===== config.mk =====
export PLATFORM = sky130hd
export DESIGN_NAME = exu_lsu_flat
export DESIGN_NICKNAME = d
export VERILOG_FILES = /design/src/rtl/exu_lsu_if.sv /design/src/rtl/exu_lsu.sv /design/src/flat_wrapper.sv
export SDC_FILE = /design/constraint.sdc
export NUM_CORES = 1
export LEC_CHECK = 0
export CORE_MARGIN = 2
export CORE_UTILIZATION = 40
export DETAILED_ROUTE_END_ITERATION = 10
export PLACE_DENSITY = 0.73
export SYNTH_ARGS = -nofsm -noshare
export SYNTH_HDL_FRONTEND = slang
export SYNTH_SLANG_ARGS = --single-unit

===== constraint.sdc =====
create_clock -name clk -period 2.9 [get_ports clk]
set_input_delay 0.29 -clock clk [delete_from_list [all_inputs] [get_ports clk]]
set_output_delay 0.29 -clock clk [all_outputs]
set_load 0.02 [all_outputs]

===== src/rtl/exu_lsu_if.sv =====
// AGU-side request/response handshake plus the request/grant data bus of the LSU.
// The slave view is the LSU itself; the master view is everything around it.
interface exu_lsu_if;
    logic        hs_ag4ls_val;
    logic        hs_ls4ag_rdy;
    logic [31:0] i_ls_adr;
    logic [31:0] i_ls_wdat;
    logic [3:0]  i_ls_wen;
    logic        i_ls_ren;
    logic [1:0]  i_ls_size;
    logic        i_ls_unsigned;
    logic [31:0] o_ls_rdat;
    logic        o_ls_done;
    logic        o_ls_err;
    logic        o_bus_req;
    logic        i_bus_gnt;
    logic [31:0] o_bus_adr;
    logic        o_bus_we;
    logic [3:0]  o_bus_be;
    logic [31:0] o_bus_wdat;
    logic        i_bus_rvld;
    logic [31:0] i_bus_rdat;
    logic        i_bus_err;

    modport slave (
        input  hs_ag4ls_val, i_ls_adr, i_ls_wdat, i_ls_wen, i_ls_ren, i_ls_size, i_ls_unsigned,
        input  i_bus_gnt, i_bus_rvld, i_bus_rdat, i_bus_err,
        output hs_ls4ag_rdy, o_ls_rdat, o_ls_done, o_ls_err,
        output o_bus_req, o_bus_adr, o_bus_we, o_bus_be, o_bus_wdat
    );

    modport master (
        output hs_ag4ls_val, i_ls_adr, i_ls_wdat, i_ls_wen, i_ls_ren, i_ls_size, i_ls_unsigned,
        output i_bus_gnt, i_bus_rvld, i_bus_rdat, i_bus_err,
        input  hs_ls4ag_rdy, o_ls_rdat, o_ls_done, o_ls_err,
        input  o_bus_req, o_bus_adr, o_bus_we, o_bus_be, o_bus_wdat
    );
endinterface


===== src/rtl/exu_lsu.sv =====
// Single-outstanding load/store unit: one aligned request per handshake, bus request/grant,
// lane-extracted load return or store completion, with an optional response timeout.
module exu_lsu #(
    parameter int TMO_CYC = 255
) (
    input  logic      clk,
    input  logic      rst_n,
    exu_lsu_if.slave  ls
);
    localparam int CW = (TMO_CYC > 0) ? $clog2(TMO_CYC + 1) : 1;
    localparam logic [CW-1:0] TMO_V = CW'(TMO_CYC);

    typedef enum logic [1:0] {IDLE, REQ, WAIT, RESP} state_t;

    state_t        state_q, state_d;
    logic [1:0]    adr_lo_q, adr_lo_d;
    logic [1:0]    size_q, size_d;
    logic          uns_q, uns_d;
    logic          st_q, st_d;
    logic [CW-1:0] cnt_q, cnt_d;
    logic          req_q, req_d;
    logic [31:0]   bus_adr_q, bus_adr_d;
    logic          we_q, we_d;
    logic [3:0]    be_q, be_d;
    logic [31:0]   wdat_q, wdat_d;
    logic [31:0]   rdat_q, rdat_d;
    logic          done_q, done_d;
    logic          err_q, err_d;

    logic [CW-1:0] cnt_inc;
    logic          tmo_hit;
    logic [31:0]   shft;
    logic [31:0]   ext;
    logic [3:0]    ld_be;
    logic [31:0]   rep;

    assign ls.hs_ls4ag_rdy = (state_q == IDLE);
    assign ls.o_bus_req    = req_q;
    assign ls.o_bus_adr    = bus_adr_q;
    assign ls.o_bus_we     = we_q;
    assign ls.o_bus_be     = be_q;
    assign ls.o_bus_wdat   = wdat_q;
    assign ls.o_ls_rdat    = rdat_q;
    assign ls.o_ls_done    = done_q;
    assign ls.o_ls_err     = err_q;

    assign cnt_inc = cnt_q + CW'(1);
    assign tmo_hit = (TMO_CYC > 0) && (cnt_inc == TMO_V);

    // Lane selection and replication are computed from the incoming request at accept time.
    always_comb begin
        ld_be = 4'hF;
        rep   = ls.i_ls_wdat;
        case (ls.i_ls_size)
            2'b00: begin
                ld_be = 4'b0001 << ls.i_ls_adr[1:0];
                rep   = {4{ls.i_ls_wdat[7:0]}};
            end
            2'b01: begin
                ld_be = ls.i_ls_adr[1] ? 4'b1100 : 4'b0011;
                rep   = {2{ls.i_ls_wdat[15:0]}};
            end
            default: ;
        endcase
    end

    always_comb begin
        shft = ls.i_bus_rdat >> {adr_lo_q, 3'b000};
        case (size_q)
            2'b00:   ext = {{24{~uns_q & shft[7]}}, shft[7:0]};
            2'b01:   ext = {{16{~uns_q & shft[15]}}, shft[15:0]};
            default: ext = ls.i_bus_rdat;
        endcase
    end

    always_comb begin
        state_d   = state_q;
        adr_lo_d  = adr_lo_q;
        size_d    = size_q;
        uns_d     = uns_q;
        st_d      = st_q;
        cnt_d     = cnt_q;
        req_d     = req_q;
        bus_adr_d = bus_adr_q;
        we_d      = we_q;
        be_d      = be_q;
        wdat_d    = wdat_q;
        rdat_d    = rdat_q;
        err_d     = err_q;
        done_d    = 1'b0;
        case (state_q)
            IDLE: if (ls.hs_ag4ls_val) begin
                adr_lo_d = ls.i_ls_adr[1:0];
                size_d   = ls.i_ls_size;
                uns_d    = ls.i_ls_unsigned;
                st_d     = |ls.i_ls_wen;
                cnt_d    = '0;
                if ((|ls.i_ls_wen) || ls.i_ls_ren) begin
                    state_d   = REQ;
                    req_d     = 1'b1;
                    bus_adr_d = {ls.i_ls_adr[31:2], 2'b00};
                    we_d      = |ls.i_ls_wen;
                    be_d      = (|ls.i_ls_wen) ? ls.i_ls_wen : ld_be;
                    wdat_d    = rep;
                end else begin
                    state_d = RESP;
                    done_d  = 1'b1;
                    rdat_d  = '0;
                    err_d   = 1'b0;
                end
            end
            REQ: begin
                cnt_d = cnt_inc;
                if (tmo_hit) begin
                    state_d = RESP;
                    req_d   = 1'b0;
                    done_d  = 1'b1;
                    rdat_d  = '0;
                    err_d   = 1'b1;
                end else if (ls.i_bus_gnt) begin
                    state_d = WAIT;
                    req_d   = 1'b0;
                end
            end
            WAIT: begin
                cnt_d = cnt_inc;
                // A response landing on the timeout cycle still counts as in time.
                if (ls.i_bus_rvld) begin
                    state_d = RESP;
                    done_d  = 1'b1;
                    err_d   = ls.i_bus_err;
                    rdat_d  = (ls.i_bus_err || st_q) ? 32'h0 : ext;
                end else if (tmo_hit) begin
                    state_d = RESP;
                    done_d  = 1'b1;
                    rdat_d  = '0;
                    err_d   = 1'b1;
                end
            end
            RESP:    state_d = IDLE;
            default: state_d = IDLE;
        endcase
    end

    always_ff @(posedge clk or negedge rst_n) begin
        if (!rst_n) begin
            state_q   <= IDLE;
            adr_lo_q  <= '0;
            size_q    <= '0;
            uns_q     <= 1'b0;
            st_q      <= 1'b0;
            cnt_q     <= '0;
            req_q     <= 1'b0;
            bus_adr_q <= '0;
            we_q      <= 1'b0;
            be_q      <= '0;
            wdat_q    <= '0;
            rdat_q    <= '0;
            done_q    <= 1'b0;
            err_q     <= 1'b0;
        end else begin
            state_q   <= state_d;
            adr_lo_q  <= adr_lo_d;
            size_q    <= size_d;
            uns_q     <= uns_d;
            st_q      <= st_d;
            cnt_q     <= cnt_d;
            req_q     <= req_d;
            bus_adr_q <= bus_adr_d;
            we_q      <= we_d;
            be_q      <= be_d;
            wdat_q    <= wdat_d;
            rdat_q    <= rdat_d;
            done_q    <= done_d;
            err_q     <= err_d;
        end
    end
endmodule


===== src/flat_wrapper.sv =====
// flat-port wrapper written by rule: the top's interface ports become plain ports
module exu_lsu_flat 
#(
    parameter int TMO_CYC = 255
)
  (clk, rst_n, ls_hs_ag4ls_val, ls_i_ls_adr, ls_i_ls_wdat, ls_i_ls_wen, ls_i_ls_ren, ls_i_ls_size, ls_i_ls_unsigned, ls_i_bus_gnt, ls_i_bus_rvld, ls_i_bus_rdat, ls_i_bus_err, ls_hs_ls4ag_rdy, ls_o_ls_rdat, ls_o_ls_done, ls_o_ls_err, ls_o_bus_req, ls_o_bus_adr, ls_o_bus_we, ls_o_bus_be, ls_o_bus_wdat);
  exu_lsu_if ls_i ();
  input  logic clk;
  input  logic rst_n;
  input wire logic [$bits(ls_i.hs_ag4ls_val)-1:0] ls_hs_ag4ls_val;
  input wire logic [$bits(ls_i.i_ls_adr)-1:0] ls_i_ls_adr;
  input wire logic [$bits(ls_i.i_ls_wdat)-1:0] ls_i_ls_wdat;
  input wire logic [$bits(ls_i.i_ls_wen)-1:0] ls_i_ls_wen;
  input wire logic [$bits(ls_i.i_ls_ren)-1:0] ls_i_ls_ren;
  input wire logic [$bits(ls_i.i_ls_size)-1:0] ls_i_ls_size;
  input wire logic [$bits(ls_i.i_ls_unsigned)-1:0] ls_i_ls_unsigned;
  input wire logic [$bits(ls_i.i_bus_gnt)-1:0] ls_i_bus_gnt;
  input wire logic [$bits(ls_i.i_bus_rvld)-1:0] ls_i_bus_rvld;
  input wire logic [$bits(ls_i.i_bus_rdat)-1:0] ls_i_bus_rdat;
  input wire logic [$bits(ls_i.i_bus_err)-1:0] ls_i_bus_err;
  output wire logic [$bits(ls_i.hs_ls4ag_rdy)-1:0] ls_hs_ls4ag_rdy;
  output wire logic [$bits(ls_i.o_ls_rdat)-1:0] ls_o_ls_rdat;
  output wire logic [$bits(ls_i.o_ls_done)-1:0] ls_o_ls_done;
  output wire logic [$bits(ls_i.o_ls_err)-1:0] ls_o_ls_err;
  output wire logic [$bits(ls_i.o_bus_req)-1:0] ls_o_bus_req;
  output wire logic [$bits(ls_i.o_bus_adr)-1:0] ls_o_bus_adr;
  output wire logic [$bits(ls_i.o_bus_we)-1:0] ls_o_bus_we;
  output wire logic [$bits(ls_i.o_bus_be)-1:0] ls_o_bus_be;
  output wire logic [$bits(ls_i.o_bus_wdat)-1:0] ls_o_bus_wdat;
  assign ls_i.hs_ag4ls_val = ls_hs_ag4ls_val;
  assign ls_i.i_ls_adr = ls_i_ls_adr;
  assign ls_i.i_ls_wdat = ls_i_ls_wdat;
  assign ls_i.i_ls_wen = ls_i_ls_wen;
  assign ls_i.i_ls_ren = ls_i_ls_ren;
  assign ls_i.i_ls_size = ls_i_ls_size;
  assign ls_i.i_ls_unsigned = ls_i_ls_unsigned;
  assign ls_i.i_bus_gnt = ls_i_bus_gnt;
  assign ls_i.i_bus_rvld = ls_i_bus_rvld;
  assign ls_i.i_bus_rdat = ls_i_bus_rdat;
  assign ls_i.i_bus_err = ls_i_bus_err;
  assign ls_hs_ls4ag_rdy = ls_i.hs_ls4ag_rdy;
  assign ls_o_ls_rdat = ls_i.o_ls_rdat;
  assign ls_o_ls_done = ls_i.o_ls_done;
  assign ls_o_ls_err = ls_i.o_ls_err;
  assign ls_o_bus_req = ls_i.o_bus_req;
  assign ls_o_bus_adr = ls_i.o_bus_adr;
  assign ls_o_bus_we = ls_i.o_bus_we;
  assign ls_o_bus_be = ls_i.o_bus_be;
  assign ls_o_bus_wdat = ls_i.o_bus_wdat;
  exu_lsu #(.TMO_CYC(TMO_CYC)) u_core (.clk(clk), .rst_n(rst_n), .ls(ls_i));
endmodule

==> flow_summary.toml <==
[status]
status = "complete, no violations"

[power]
leakagePower_uw = 0.00383
ir_drop_uv = 567
switching_power_uw = 3460
combPwrFrac = 0.478
power_density_nw_per_um2 = 982
switching_share = 0.395
p_int_uw = 5310
p_seq_frac = 0.304
p_clk_frac = 0.218

[routing]
drc = 0
drtAntennaViolNets = 0
drt-vias-per-instance = 5.34
vias = 5189
wl_per_cell_um = 18.4
initialDrtViolationCount = 335
wl_mm = 17.9
dr.pass1.iters = 4

[global_route]
grt_max_degree = 64
first_global_vias = 5491
grt-ovfl-total = 0
antenna_found_initial = 0
grt_first_pass_wirelength_mm = 28.1
globalRouteTotalUtil = 0.225

[cts]
clkLatencyLatePin_ns = 0.42
clk_pin_slew_ns = 0.06
cts_tree = "done"
h-tree-depth = 4
cts_sinks = 118
root_buffer = "clkbuf_16"
cts_buffer_depth = 2
cts-buffers-inserted = 17

[setup_path]
cp_max_fo = 25
cp-start-kind = "flip-flop"
required_ns = 3.23
cp.arrival_ns = 2.94
criticalPathCategory = "flip-flop to flip-flop"
cp-end-kind = "flip-flop"

[cells_and_area]
syn2layout_area_growth_pct = 47.0
fin_nets = 887
num_antenna_cells = 0
multi_input_area_um2 = 2880
layout.area.seq_um2 = 2950
fin_cells = 972
drive_gt1_frac = 0.157
fill_cells = 1258

[worst_hold_path]
hold_path.class = "primary input to async pin"

[logic_synthesis]
yosys_register_bits = 118
synth_common_cells = "118 x dfrtp_1, 59 x nand2_1, 46 x mux2_2"
ys_warn_count = 0
synthArstFlopShare = 1.00
synth.avg_cell_area_um2 = 10.9
synth-edff-count = 0
synth_top_cells_by_area = "dfrtp_1 49%, mux2_2 8.5%, mux2i_1 5.8%, nand2_1 3.6%, o21ai_0 3.5%"
seq_area_frac_synth = 0.486
synth_most_common_cell = "dfrtp_1"
synth_ff_type = "dfrtp_1"
syn_inst = 558
synth_top_area_share = 0.486
synth_area_um2 = 6080
synth_largest_area_cell = "dfrtp_1"
ys_types = 65

[timing]
tightest_slew_ns = 1.14
fmax_mhz = 384
hold_viol_final = 0
rsz0062_at_grt = "false"
fin_crit_ns = 2.61
clock_skew_ns = 0.00707
tns_ns = 0
setup_viol = 0
max_slew_margin = 0.230
period_share = 0.899
slew_viol_final = 0

[floorplan]
fp.dieW_um = 127
start_util = 0.404
coreArea_um2 = 15000
ios = 215
die_height_um = 127
dieArea_um2 = 16200
row_count = 45

[place]
dp.cells = 939
gp_congestion = 0.837
numPortBuffers = 212
place_hpwl_mm = 13.2

[flow_run]
drv_cap = 0
-- worst max-delay path, cell delays in order, from the launching register on --
cell and delay, ns:
dfrtp_1 0.44, inv_1 0.09, ha_1 0.34, nor2b_4 0.21
or3b_1 0.52, a21oi_2 0.23, a31o_1 0.17, buf_4 0.32
o2bb2ai_1 0.18
-- cells by family after synthesis --
kind of cell,synth area share
simple gates,0.129
compound gates,0.181
other cells,0.000617
buf+inv,0.0422
mux,0.143
xor+xnor,0.00556
fa+ha+maj,0.0124
flops,0.486
-- flip-flops by register name, indices dropped and copies added, names as in the netlist --
signal,count
u_core.size_q,2
u_core.uns_q,1
u_core.ls.o_bus_wdat,32
u_core.ls.o_bus_adr,30
u_core.adr_lo_q,2
u_core.ls.o_ls_done,1
u_core.state_q,2
u_core.ls.o_bus_be,4
u_core.st_q,1
u_core.ls.o_ls_rdat,32
u_core.ls.o_ls_err,1
u_core.cnt_q,8
u_core.ls.o_bus_we,1
u_core.ls.o_bus_req,1
-- cell usage in the layout (no fill, tap or decap), types with 17 or more instances in the layout --
cell / synthesis / final
a21oi_1: 31 / 31
clkbuf_16: 0 / 17
clkdlybuf4s50_1: 0 / 211
dfrtp_1: 118 / 118
mux2_2: 46 / 46
mux2i_1: 35 / 35
nand2_1: 59 / 59
nor2_1: 38 / 38
nor2b_1: 19 / 19
o21ai_0: 42 / 42
o2bb2ai_1: 19 / 19
-- layout make-up --
type                    count  area share
clock buffers              21      0.0515
clock inverters            11     0.00868
multi-input cells         393       0.323
repair buffers            227       0.254
flip-flops and latches    118       0.331
inverters                  14     0.00588
well taps                 188      0.0263
-- layer usage --
layer | vias up | global-route usage | wire length (µm)
met1 | 2535 | 0.257 | 7010
met3 | 27 | 0.0925 | 1720
li1 | 2438 | - | -
met4 | 0 | 0.0853 | 365
met2 | 189 | 0.378 | 8800
met5 | - | 0 | 0
-- path summary, 6_finish.rpt --
path / slack [ns] / end / cells after the start / startpoint
hold reg to reg: 0.48 / u_core.ls.o_bus_we / 1 / u_core.ls.o_bus_we
hold / removal: 0.48 / u_core.cnt_q[6] / 2 / rst_n
setup / recovery: 0.29 / u_core.ls.o_ls_rdat[2] / 8 / u_core.state_q[1]
max in group asynchronous: 1.63 / u_core.ls.o_bus_wdat[23] / 3 / rst_n
min in group clk: 0.48 / u_core.ls.o_bus_adr[28] / 2 / ls_i_ls_adr[28]
setup reg to reg: 0.29 / u_core.ls.o_ls_rdat[2] / 8 / u_core.state_q[1]
-- through the flow --
stage / hold slack (ns) / power [µW] / utilization / setup WS (ns) / cell area, µm²
after floorplan: -0.00559 / 5170 / - / 0.667 / 6080
after global placement: 0.388 / 6720 / 0.558 / 0.413 / 8390
after detailed placement: 0.398 / 6870 / 0.558 / 0.296 / 8390
after CTS: 0.465 / 8830 / 0.594 / 0.279 / 8930
after global routing: 0.476 / 9290 / 0.594 / 0.137 / 8930
final: 0.477 / 8770 / 0.594 / 0.293 / 8930
-- power by group through the flow --
stage	Clock, µW	Combinational [µW]	Sequential (µW)
2_1_floorplan	0	1990	3180
3_3_place_gp	0	4080	2640
3_5_place_dp	0	4190	2680
4_1_cts	1940	4220	2670
5_1_grt	2020	4520	2750
6_report	1910	4190	2670
-- timing repair --
| item | CTS | global route |
|---|---|---|
| endpoints found under the hold margin | 55 | 0 |
| resized for setup | 0 | 0 |
| endpoints found under the setup margin | 0 | 0 |
| setup buffers | 0 | 0 |
| hold buffers | 1 | 0 |
No activity file was read; power rests on OpenSTA's default activity.
==> edit, RTL diff (config.mk and constraints unchanged) <==
The 4 states of `state_t` get a one-hot encoding in 4 bits.
--- a/src/rtl/exu_lsu.sv
+++ b/src/rtl/exu_lsu.sv
@@ -10,7 +10,7 @@
     localparam int CW = (TMO_CYC > 0) ? $clog2(TMO_CYC + 1) : 1;
     localparam logic [CW-1:0] TMO_V = CW'(TMO_CYC);
 
-    typedef enum logic [1:0] {IDLE, REQ, WAIT, RESP} state_t;
+    typedef enum logic [3:0] {IDLE = 4'b0001, REQ = 4'b0010, WAIT = 4'b0100, RESP = 4'b1000} state_t;
 
     state_t        state_q, state_d;
     logic [1:0]    adr_lo_q, adr_lo_d;
Function: no difference found for any inputs over 4 cycles, from zero or initial values and one cycle with rst_n low; so few cycles prove little.
==> edit against the unedited design <==
  * Setup slack gained 0.30 ns
  * Cell area grew 2.2%
  * Register-to-register slack gained 0.34 ns
  * Synthesized cell count grew 6.3%
  * Sequential cell count grew 2
  * Synthesized area grew 1.2%
  * Largest cell class unchanged
  * Wire length grew 5.5%
  * Largest power group unchanged
  * Power shrank 1.1%
  * Highest routed layer unchanged
==> edit: results (changes against the unedited design) <==
Global route
  • Antenna violations before repair: 0 (unchanged)
  • Total GRT Usage: 23.4% (+0.97 points)
  • First-pass GRT wire length: 29.9 mm (+6.5%)
  • Largest net degree at the start of global routing: 53 (-17%)
  • Vias in the first global route: 5711 (+4.0%)

Placement
  • Port bufs: 212 (unchanged)
  • Placed Area: 0.00846 sq mm (+0.84%)
  • Post-place setup slack: 0.425 ns (+0.128 ns)
  • Dpl hpwl: 13.7 mm (+4.1%)
  • Placed Cells: 961 (+2.3%)
  • Placer Congestion: 0.920 (+10%)

Worst setup path
  • FF-to-FF setup slack: 0.63 ns (+0.34 ns)
  • Reg2reg end: u_core.ls.o_ls_rdat[28]$_DFFE_PN0P_
  • Top Family by Delay on Critical Path: buffers and inverters
  • Setup crit end: ls_hs_ls4ag_rdy
  • Crit path launch: u_core.state_q[0]$_DFFE_PN1P_
  • Worst reg2reg path depth: 5 (-3)
  • CP max stage cell: clkdlybuf4s50_1
  • Critical R2R Launch: u_core.adr_lo_q[1]$_DFFE_PN0P_
  • Highest cell delay on the worst timing path: 0.70 ns (+0.18 ns)
  • Crit Path Max Fanout: 4 (-84%)
  • Arrival @ worst endpoint: 2.01 ns (-0.93 ns)

Drt
  • DRT iter0 DRCs: 547 (+63%)
  • Wirelength per Cell: 19.0 um (+3.2%)
  • Avg Vias per Cell: 5.74 (+7.5%)
  • First-pass DRT Iterations: 5 (+1)

Final layout
  • N_diodes: 0 (unchanged)
  • Layout Cells excl Fill: 994 (+2.3%)
  • Final Net Count: 905 (+2.0%)
  • Fraction of final layout cells sized beyond drive strength 1: 14.1% (-1.5 points)

Power and ir drop
  • Peak VDD IR: 0.000667 V (+18%)
  • Pleak: 0.00380 uW (-0.88%)

Clock network
  • Num CTS Buffers: 17 (unchanged)
  • CTS H-tree lvls: 4 (unchanged)
  • Clock slew at reported path FFs: 0.06 ns (about the same)
  • CTS Root Cell: clkbuf_16
  • CTS resizes: 0 (unchanged)
  • Clk_lat worst skew: 0.42 ns (about the same)
  • CTS max path bufs: 2 (unchanged)

Synth
  • Syn. warnings: 0 (unchanged)
  • Post-synthesis sequential area ratio: 48.9% (+0.26 points)
  • Commonest cells in the netlist: dfrtp_1 (119), o21ai_0 (64), nand2_1 (47)
  • Synth area leaders: dfrtp_1 (48%), mux2_2 (8.1%), mux2i_1 (5.5%)
  • Synth cell types: 57 (-12%)
  • Post-synth ARST share: 100% (unchanged)
  • Mapped Cells: 593 (+6.3%)

Min path
  • HP Class: in -> async

STA
  • Relative slew slack: 49.0% (+26 points)
  • Clock Skew: 0.00968 ns (+0.00261 ns)
  • Worst hold slack: 0.403 ns (-0.0739 ns)
  • FMAX: 0.434 GHz (+13%)

Outcome
  • Outcome: finished, final reports clean
==> edit: changes by cell type in the layout (fill, tap and decap cells not counted), sizes merged, moves of 13 or more <==
cell | before | now
nand2b | 6 | 19
o21ai | 43 | 64
o2bb2ai | 32 | 6
nor2 | 40 | 19
nor2b | 20 | 6
nand3 | 6 | 28
==> edit: repair_timing <==
action | CTS | global route
hold endpoints to repair | 35 | 0
hold buffers | 1 | 0
buffers inserted | 0 | 0
==> edit: worst register-to-register path, stage by stage (launching register included) <==
cell	delay, ns
dfrtp_1	0.47
nor2b_1	0.50
a32oi_1	0.24
o221ai_2	0.64
a32oi_1	0.20
o21ai_0	0.13
==> edit: cell families (layout without fill, tap and decap cells) <==
family / count (synthesis) / count (layout) / share of synthesized area [%]
buffers and inverters: 64 / 276 / 4.74
AOI/OAI and AO/OA: 173 / 173 / 18.9
adders and majority gates: 2 / 2 / 0.407
and+or+nand+nor: 154 / 154 / 13.3
other: 1 / 2 / 0.0610
DFF: 120 / 120 / 48.9
muxes: 78 / 78 / 13.6
xor gates and xnor gates: 1 / 1 / 0.142
==> edit: layout make-up <==
class                           count  area (sq um)
Clock buffer                       17           425
Inverter                           10          37.5
Tap cell                          188           235
Clock inverter                     15           239
Sequential cell                   120          3000
Fill cell                        1237          5960
Multi-Input combinational cell    410          2860
Timing Repair Buffer              234          2320
==> edit: metal layers <==
| layer | track usage, % | up-vias | part of all wire [%] |
|---|---|---|---|
| met5 | 0 | - | 0 |
| met4 | 8.53 | 0 | 2.0 |
| met3 | 8.14 | 32 | 9.5 |
| met2 | 38.6 | 315 | 48 |
| met1 | 28.6 | 2777 | 40 |
| li1 | - | 2582 | - |
==> edit: power by group <==
group | internal, uW | switching [uW]
Combinational | 1760 | 1940
Clock | 1550 | 832
Sequential | 2230 | 367
Total | 5530 | 3140
